[config.mk]
export PLATFORM = sky130hd
export DESIGN_NAME = patch_row_dispatcher_flat
export DESIGN_NICKNAME = d
export VERILOG_FILES = /design/src/rtl/patch_row_dispatcher_if.sv /design/src/rtl/patch_row_dispatcher.sv /design/src/flat_wrapper.sv
export SDC_FILE = /design/constraint.sdc
export NUM_CORES = 1
export LEC_CHECK = 0
export BUFFER_PORTS_ARGS = -buffer_cell sky130_fd_sc_hd__buf_2
export CAP_MARGIN = 25
export CORE_MARGIN = 1.5
export CORE_UTILIZATION = 30
export CTS_CLUSTER_SIZE = 40
export DETAILED_ROUTE_END_ITERATION = 10
export PLACE_DENSITY = 0.61
export RECOVER_POWER = 50
export SYNTH_ARGS = -nofsm -noshare
export SYNTH_HDL_FRONTEND = slang
export SYNTH_SLANG_ARGS = --single-unit
[constraint.sdc]
create_clock -name clk -period 2.3 [get_ports clk]
set_clock_uncertainty 0.1 [all_clocks]
set_input_delay 0.345 -clock clk [delete_from_list [all_inputs] [get_ports clk]]
set_output_delay 0.345 -clock clk [all_outputs]
set_load 0.02 [all_outputs]
[src/rtl/patch_row_dispatcher_if.sv]
// Descriptor channel into the patch-row dispatcher.
//   master : descriptor producer (drives valid and payload, reads ready)
//   slave  : dispatcher (reads valid and payload, drives ready)
// Payload widths follow the reducer parameters so one descriptor maps 1:1 onto a
// reducer configuration.
interface patch_row_dispatcher_if #(
  parameter int unsigned N_PATCH    = 64,
  parameter int unsigned PATCH_SIZE = 4,
  parameter int unsigned N_COL_SIZE = 11,
  parameter int unsigned N_ROW_SIZE = 11,
  parameter int unsigned FP_SIZE    = 32
);
  logic                          desc_valid;
  logic                          desc_ready;
  logic [$clog2(N_PATCH)-1:0]    desc_num;
  logic [N_ROW_SIZE-1:0]         desc_row;
  logic [N_COL_SIZE-1:0]         desc_col;
  logic [PATCH_SIZE*FP_SIZE-1:0] desc_weights;

  modport master (
    output desc_valid, desc_num, desc_row, desc_col, desc_weights,
    input  desc_ready
  );

  modport slave (
    input  desc_valid, desc_num, desc_row, desc_col, desc_weights,
    output desc_ready
  );
endinterface

[src/rtl/patch_row_dispatcher.sv]
// Patch-row dispatcher: accepts one patch-row descriptor at a time, finds a free
// reducer round-robin, broadcasts the registered configuration on conf_* and
// pulses a one-hot red_init for exactly one cycle to the chosen reducer.
//
// Ports:
//   clk, reset        clock; asynchronous active-low reset
//   desc              descriptor channel (slave modport): valid/ready + payload
//   cur_row           row currently streaming to the reducers
//   frame_start       one-cycle new-frame pulse: clears counters and rr pointer
//   red_available     per-reducer free flags
//   red_init          one-hot init pulse (registered)
//   conf_*            configuration broadcast to all reducers, held outside ISSUE
//   n_issued          descriptors issued this frame (saturating)
//   n_missed          descriptors dropped this frame (saturating)
//   busy              high whenever the FSM is not idle
//
// Optional feature: DISPATCH_MISS_CHECK_EN. When defined, a held descriptor whose
// row is already behind cur_row is dropped in SEARCH and counted in n_missed.
// When undefined, no row comparison is made and n_missed is tied to zero.
module patch_row_dispatcher #(
  parameter int unsigned N_REDUCER  = 4,
  parameter int unsigned N_PATCH    = 64,
  parameter int unsigned PATCH_SIZE = 4,
  parameter int unsigned N_COL_SIZE = 11,
  parameter int unsigned N_ROW_SIZE = 11,
  parameter int unsigned FP_SIZE    = 32
) (
  input  logic                          clk,
  input  logic                          reset,
  patch_row_dispatcher_if.slave         desc,
  input  logic [N_ROW_SIZE-1:0]         cur_row,
  input  logic                          frame_start,
  input  logic [N_REDUCER-1:0]          red_available,
  output logic [N_REDUCER-1:0]          red_init,
  output logic [$clog2(N_PATCH)-1:0]    conf_num,
  output logic [N_ROW_SIZE-1:0]         conf_row,
  output logic [N_COL_SIZE-1:0]         conf_col,
  output logic [PATCH_SIZE*FP_SIZE-1:0] conf_weights,
  output logic [15:0]                   n_issued,
  output logic [15:0]                   n_missed,
  output logic                          busy
);

  localparam int unsigned NUM_W = $clog2(N_PATCH);
  localparam int unsigned W_W   = PATCH_SIZE * FP_SIZE;
  localparam int unsigned RR_W  = (N_REDUCER > 1) ? $clog2(N_REDUCER) : 1;

  typedef enum logic [1:0] {StIdle, StSearch, StIssue} state_e;

  state_e                state_q, state_d;
  logic [NUM_W-1:0]      hold_num_q, hold_num_d;
  logic [N_ROW_SIZE-1:0] hold_row_q, hold_row_d;
  logic [N_COL_SIZE-1:0] hold_col_q, hold_col_d;
  logic [W_W-1:0]        hold_weights_q, hold_weights_d;
  logic [NUM_W-1:0]      conf_num_q, conf_num_d;
  logic [N_ROW_SIZE-1:0] conf_row_q, conf_row_d;
  logic [N_COL_SIZE-1:0] conf_col_q, conf_col_d;
  logic [W_W-1:0]        conf_weights_q, conf_weights_d;
  logic [N_REDUCER-1:0]  red_init_q, red_init_d;
  logic [RR_W-1:0]       rr_ptr_q, rr_ptr_d;
  logic [RR_W-1:0]       sel_q, sel_d;
  logic [15:0]           n_issued_q, n_issued_d;

  logic                  miss;
  logic                  found;
  logic [RR_W-1:0]       pick;
  logic [RR_W-1:0]       idx;

`ifdef DISPATCH_MISS_CHECK_EN
  logic [15:0] n_missed_q, n_missed_d;

  assign miss = (hold_row_q < cur_row);

  always_comb begin
    n_missed_d = n_missed_q;
    if (frame_start) begin
      n_missed_d = '0;
    end else if (state_q == StSearch && miss && n_missed_q != 16'hFFFF) begin
      n_missed_d = n_missed_q + 16'd1;
    end
  end

  always_ff @(posedge clk or negedge reset) begin
    if (!reset) begin
      n_missed_q <= '0;
    end else begin
      n_missed_q <= n_missed_d;
    end
  end

  assign n_missed = n_missed_q;
`else
  logic unused_cur_row;
  assign unused_cur_row = ^cur_row;
  assign miss           = 1'b0;
  assign n_missed       = 16'd0;
`endif

  // First available reducer at or after rr_ptr, wrapping.
  always_comb begin
    found = 1'b0;
    pick  = '0;
    idx   = '0;
    for (int unsigned i = 0; i < N_REDUCER; i++) begin
      idx = RR_W'((32'(rr_ptr_q) + i) % N_REDUCER);
      if (!found && red_available[idx]) begin
        found = 1'b1;
        pick  = idx;
      end
    end
  end

  always_comb begin
    state_d        = state_q;
    hold_num_d     = hold_num_q;
    hold_row_d     = hold_row_q;
    hold_col_d     = hold_col_q;
    hold_weights_d = hold_weights_q;
    conf_num_d     = conf_num_q;
    conf_row_d     = conf_row_q;
    conf_col_d     = conf_col_q;
    conf_weights_d = conf_weights_q;
    red_init_d     = '0;
    rr_ptr_d       = rr_ptr_q;
    sel_d          = sel_q;
    n_issued_d     = n_issued_q;

    unique case (state_q)
      StIdle: begin
        if (desc.desc_valid) begin
          hold_num_d     = desc.desc_num;
          hold_row_d     = desc.desc_row;
          hold_col_d     = desc.desc_col;
          hold_weights_d = desc.desc_weights;
          state_d        = StSearch;
        end
      end
      StSearch: begin
        // A late row is dropped before any reducer is considered.
        if (miss) begin
          state_d = StIdle;
        end else if (found) begin
          conf_num_d      = hold_num_q;
          conf_row_d      = hold_row_q;
          conf_col_d      = hold_col_q;
          conf_weights_d  = hold_weights_q;
          red_init_d[pick] = 1'b1;
          sel_d           = pick;
          state_d         = StIssue;
        end
      end
      StIssue: begin
        rr_ptr_d = RR_W'((32'(sel_q) + 32'd1) % N_REDUCER);
        if (n_issued_q != 16'hFFFF) begin
          n_issued_d = n_issued_q + 16'd1;
        end
        state_d = StIdle;
      end
      default: state_d = StIdle;
    endcase

    // New frame wins over same-cycle counter and pointer updates; an in-flight
    // descriptor is left to complete.
    if (frame_start) begin
      rr_ptr_d   = '0;
      n_issued_d = '0;
    end
  end

  always_ff @(posedge clk or negedge reset) begin
    if (!reset) begin
      state_q        <= StIdle;
      hold_num_q     <= '0;
      hold_row_q     <= '0;
      hold_col_q     <= '0;
      hold_weights_q <= '0;
      conf_num_q     <= '0;
      conf_row_q     <= '0;
      conf_col_q     <= '0;
      conf_weights_q <= '0;
      red_init_q     <= '0;
      rr_ptr_q       <= '0;
      sel_q          <= '0;
      n_issued_q     <= '0;
    end else begin
      state_q        <= state_d;
      hold_num_q     <= hold_num_d;
      hold_row_q     <= hold_row_d;
      hold_col_q     <= hold_col_d;
      hold_weights_q <= hold_weights_d;
      conf_num_q     <= conf_num_d;
      conf_row_q     <= conf_row_d;
      conf_col_q     <= conf_col_d;
      conf_weights_q <= conf_weights_d;
      red_init_q     <= red_init_d;
      rr_ptr_q       <= rr_ptr_d;
      sel_q          <= sel_d;
      n_issued_q     <= n_issued_d;
    end
  end

  assign desc.desc_ready = (state_q == StIdle);
  assign busy            = (state_q != StIdle);
  assign red_init        = red_init_q;
  assign conf_num        = conf_num_q;
  assign conf_row        = conf_row_q;
  assign conf_col        = conf_col_q;
  assign conf_weights    = conf_weights_q;
  assign n_issued        = n_issued_q;

endmodule
[src/flat_wrapper.sv]
// flat-port wrapper written by rule: the top's interface ports become plain ports
module patch_row_dispatcher_flat 
#(
  parameter int unsigned N_REDUCER  = 4,
  parameter int unsigned N_PATCH    = 64,
  parameter int unsigned PATCH_SIZE = 4,
  parameter int unsigned N_COL_SIZE = 11,
  parameter int unsigned N_ROW_SIZE = 11,
  parameter int unsigned FP_SIZE    = 32
)
  (clk, reset, cur_row, frame_start, red_available, red_init, conf_num, conf_row, conf_col, conf_weights, n_issued, n_missed, busy, desc_desc_valid, desc_desc_num, desc_desc_row, desc_desc_col, desc_desc_weights, desc_desc_ready);
  patch_row_dispatcher_if #(.N_PATCH(N_PATCH), .PATCH_SIZE(PATCH_SIZE), .N_COL_SIZE(N_COL_SIZE), .N_ROW_SIZE(N_ROW_SIZE), .FP_SIZE(FP_SIZE)) desc_i ();
  input  logic clk;
  input  logic reset;
  input  logic [N_ROW_SIZE-1:0] cur_row;
  input  logic frame_start;
  input  logic [N_REDUCER-1:0] red_available;
  output logic [N_REDUCER-1:0] red_init;
  output logic [$clog2(N_PATCH)-1:0] conf_num;
  output logic [N_ROW_SIZE-1:0] conf_row;
  output logic [N_COL_SIZE-1:0] conf_col;
  output logic [PATCH_SIZE*FP_SIZE-1:0] conf_weights;
  output logic [15:0] n_issued;
  output logic [15:0] n_missed;
  output logic busy;
  input wire logic [$bits(desc_i.desc_valid)-1:0] desc_desc_valid;
  input wire logic [$bits(desc_i.desc_num)-1:0] desc_desc_num;
  input wire logic [$bits(desc_i.desc_row)-1:0] desc_desc_row;
  input wire logic [$bits(desc_i.desc_col)-1:0] desc_desc_col;
  input wire logic [$bits(desc_i.desc_weights)-1:0] desc_desc_weights;
  output wire logic [$bits(desc_i.desc_ready)-1:0] desc_desc_ready;
  assign desc_i.desc_valid = desc_desc_valid;
  assign desc_i.desc_num = desc_desc_num;
  assign desc_i.desc_row = desc_desc_row;
  assign desc_i.desc_col = desc_desc_col;
  assign desc_i.desc_weights = desc_desc_weights;
  assign desc_desc_ready = desc_i.desc_ready;
  patch_row_dispatcher #(.N_REDUCER(N_REDUCER), .N_PATCH(N_PATCH), .PATCH_SIZE(PATCH_SIZE), .N_COL_SIZE(N_COL_SIZE), .N_ROW_SIZE(N_ROW_SIZE), .FP_SIZE(FP_SIZE)) u_core (.clk(clk), .reset(reset), .desc(desc_i), .cur_row(cur_row), .frame_start(frame_start), .red_available(red_available), .red_init(red_init), .conf_num(conf_num), .conf_row(conf_row), .conf_col(conf_col), .conf_weights(conf_weights), .n_issued(n_issued), .n_missed(n_missed), .busy(busy));
endmodule
==> results.cfg <==
[place]
io_buffers = 341
gp_congestion = 0.7558
pre_cts_ws_ns = 0.1709
dpl.hpwl_um = 20940

[detailed_routing]
wire_per_inst_um = 15.96
drt-vias-per-instance = 4.409
drt_wl_total_um = 31290
drt_iter0_markers = 386
vias = 8641
drtAntennaViolNets = 0
firstDrtPassIters = 4
route.detailed.drc = 0

[timing]
worstMarginPinSlew_ns = 1.108
rsz0062_at_grt = no
hold_violations = 0
period_share = 0.8932
fin_tns_setup_ns = 0
drv_slew = 0
finalSetupViolations = 0
slew-limit-headroom = 0.2613
worst_slack_ns = 0.2457
max_freq_mhz = 486.8
post-route-min-period_ns = 2.054

[global_routing]
antenna_found_initial = 0
grt_max_degree = 74
grt_pass1_vias = 9289
grt_pass1_wl_um = 49460
use_met3 = 0.04623
grt.total_usage = 0.1386
grt_use_met2 = 0.2362
grt_util_met1 = 0.1622
grt_overflow_total = 0
grt_busiest_layer = met2

[clocking]
clkLatencyLatePin_ns = 0.53
cts_tree = done
clock_path_buffers = 3
htreeDepth = 2
path_clk_slew_ns = 0.06
cts_inserted_buffers = 37
clock-root-buffer = clkbuf_16
cts.sinks = 338
cts_setup_buffers = 0

[floorplan]
dieHeight_um = 212.5
placementRows = 76
dieArea_um2 = 45170
die_w_um = 212.5
core_area_um2 = 43170
pin_count = 369
start_util = 0.3051

[setup_path]
cp_slowest_stage_delay_ns = 0.42
crit_path_end_kind = flop
crit_chain = or2_2 > inv_1 > and2_4 > buf_12 > buf_4 > mux2_2
worst-r2r-setup-slack_ns = 0.25
cp_slowest_cell = dfrtp_1
required_ns = 2.62
crit_fanout = 32
worst-setup-path-type = reg -> reg
start_kind = flop
cp.arrival_ns = 2.37

[finish]
nNetsFinal = 1527
drive_gt1_frac = 0.4742
nFillCells = 4072
area_delta_synth_final_pct = 37.78
layout_commonest_cell = dfrtp_1
diodes = 0
final_cell_mix = dfrtp_1 (338), mux2_2 (314), buf_2 (254), dlygate4sd3_1 (159), clkbuf_1 (103)

[flow_run]
cap_violations = 0

[power]
ir_drop_v = 0.0007230
p_per_area_nw_per_um2 = 1197
p_leak_nw = 8.013

[synthesis]
post_synth.cell_area_avg_um2 = 16.00
ys_seq_area_frac = 0.6422
synthesis.area_um2 = 13170
yosys.area.top_type = dfrtp_1
ys_ff_latch = 338
yosys.area.top_type_share = 0.6422
syn_inst = 823
ys_types = 44
ys_warn_count = 0
synth_area_leaders = dfrtp_1 (64%), mux2_2 (27%), buf_4 (1.7%)

[worst_hold_path]
hp-class = in -> reg

[outcome]
outcome = finished clean
[final timing paths]
kind	endpoint	from	cells past startpoint
worst max-delay path	u_core.hold_weights_q[47]$_DFFE_PN0P_	u_core.state_q[0]$_DFFE_PN0P_	6
worst min-delay path	u_core.red_init[3]$_DFF_PN0_	red_available[3]	3
worst max register to register	u_core.hold_weights_q[47]$_DFFE_PN0P_	u_core.state_q[0]$_DFFE_PN0P_	6
worst min register to register	u_core.state_q[0]$_DFFE_PN0P_	u_core.state_q[1]$_DFFE_PN0P_	1
max in group asynchronous	u_core.hold_weights_q[101]$_DFFE_PN0P_	reset	3
min in group asynchronous	u_core.hold_weights_q[54]$_DFFE_PN0P_	reset	2
[metrics by stage]
stage	utilization	instances	hold WS (ns)	power, mW	instance area, um^2
after CTS	0.4242	1960	0.02223	22.26	18320
after global placement	0.3615	1738	0.2020	16.13	15610
final	0.4203	1960	0.07522	21.73	18150
after floorplan	-	838	-0.05059	13.74	13230
after detailed placement	0.3615	1738	0.2073	16.37	15610
after global routing	0.4203	1960	0.06952	22.99	18150
[worst max-delay path, delay by kind of cell (launching register included)]
family                 cells  cell delay, ns
buffers and inverters      3            0.51
flip-flops                 1            0.42
multiplexers               1            0.35
AND/OR/NAND/NOR            2            0.50
[cell type report]
| type | count | area, um^2 | area share |
|---|---|---|---|
| clock buffer | 56 | 1067 | 0.05882 |
| clock inverter | 7 | 48.80 | 0.002689 |
| inverter | 6 | 25.02 | 0.001379 |
| multi-input combinational | 438 | 4300 | 0.2370 |
| sequential | 338 | 8458 | 0.4661 |
| tap | 585 | 732.0 | 0.04034 |
| timing repair buffer | 530 | 3515 | 0.1937 |
[report_power, final]
part	internal (mW)	total, mW	switching (mW)
registers	8.21	9.33	1.12
logic	3.07	6.87	3.80
clock network	3.20	5.53	2.33
total	14.5	21.7	7.25
[routing by layer]
metal,share of wire,up-vias
met4,0.027,0
met1,0.40,4372
met3,0.079,51
li1,-,3966
met2,0.50,252
met5,0,-
[state kept, by name (all words and copies together), names as in the netlist]
signal                 cells
u_core.n_issued           16
u_core.hold_num_q          6
u_core.conf_num            6
u_core.sel_q               2
u_core.conf_col           11
u_core.hold_row_q         11
u_core.rr_ptr_q            2
u_core.hold_weights_q    128
u_core.conf_weights      128
u_core.hold_col_q         11
u_core.state_q             2
u_core.red_init            4
u_core.conf_row           11
[cell usage after synthesis, drive strengths merged]
cell type / instances
and2: 1
ha: 1
dfrtp: 338
mux2: 314
nand2b: 3
a211o: 2
nor2: 10
or3: 3
and4: 3
o31ai: 8
or3b: 1
nand2: 10
nand4: 6
o31a: 1
nand4b: 1
nor4: 4
inv: 6
o2111ai: 2
mux2i: 2
a211oi: 3
clkbuf: 2
nor3: 1
buf: 54
or4: 8
a21o: 1
xnor2: 1
nor2b: 2
or2: 1
conb: 1
nand3b: 1
a21oi: 12
a41o: 1
and3: 4
nor3b: 3
nand3: 4
o21ai: 6
a22o: 1
a2111oi: 1
[kinds of logic (layout without fill, tap and decap cells)]
| logic type | Yosys count | after routing | synth area share |
|---|---|---|---|
| flip-flops | 338 | 338 | 0.6422 |
| multiplexers | 316 | 316 | 0.2700 |
| AND/OR/NAND/NOR | 66 | 66 | 0.03088 |
| buffers and inverters | 62 | 599 | 0.03591 |
| AO/OA/AOI/OAI | 38 | 38 | 0.01910 |
| adder cells (fa/ha/maj) | 1 | 1 | 0.0009499 |
| other | 1 | 16 | 0.0002847 |
| XOR/XNOR | 1 | 1 | 0.0006651 |
[repair_timing]
item,4_1_cts,5_1_grt
resized for setup,0,0
hold endpoints to repair,200,0
hold buffers,159,0
No activity file was read; power rests on OpenSTA's default activity.
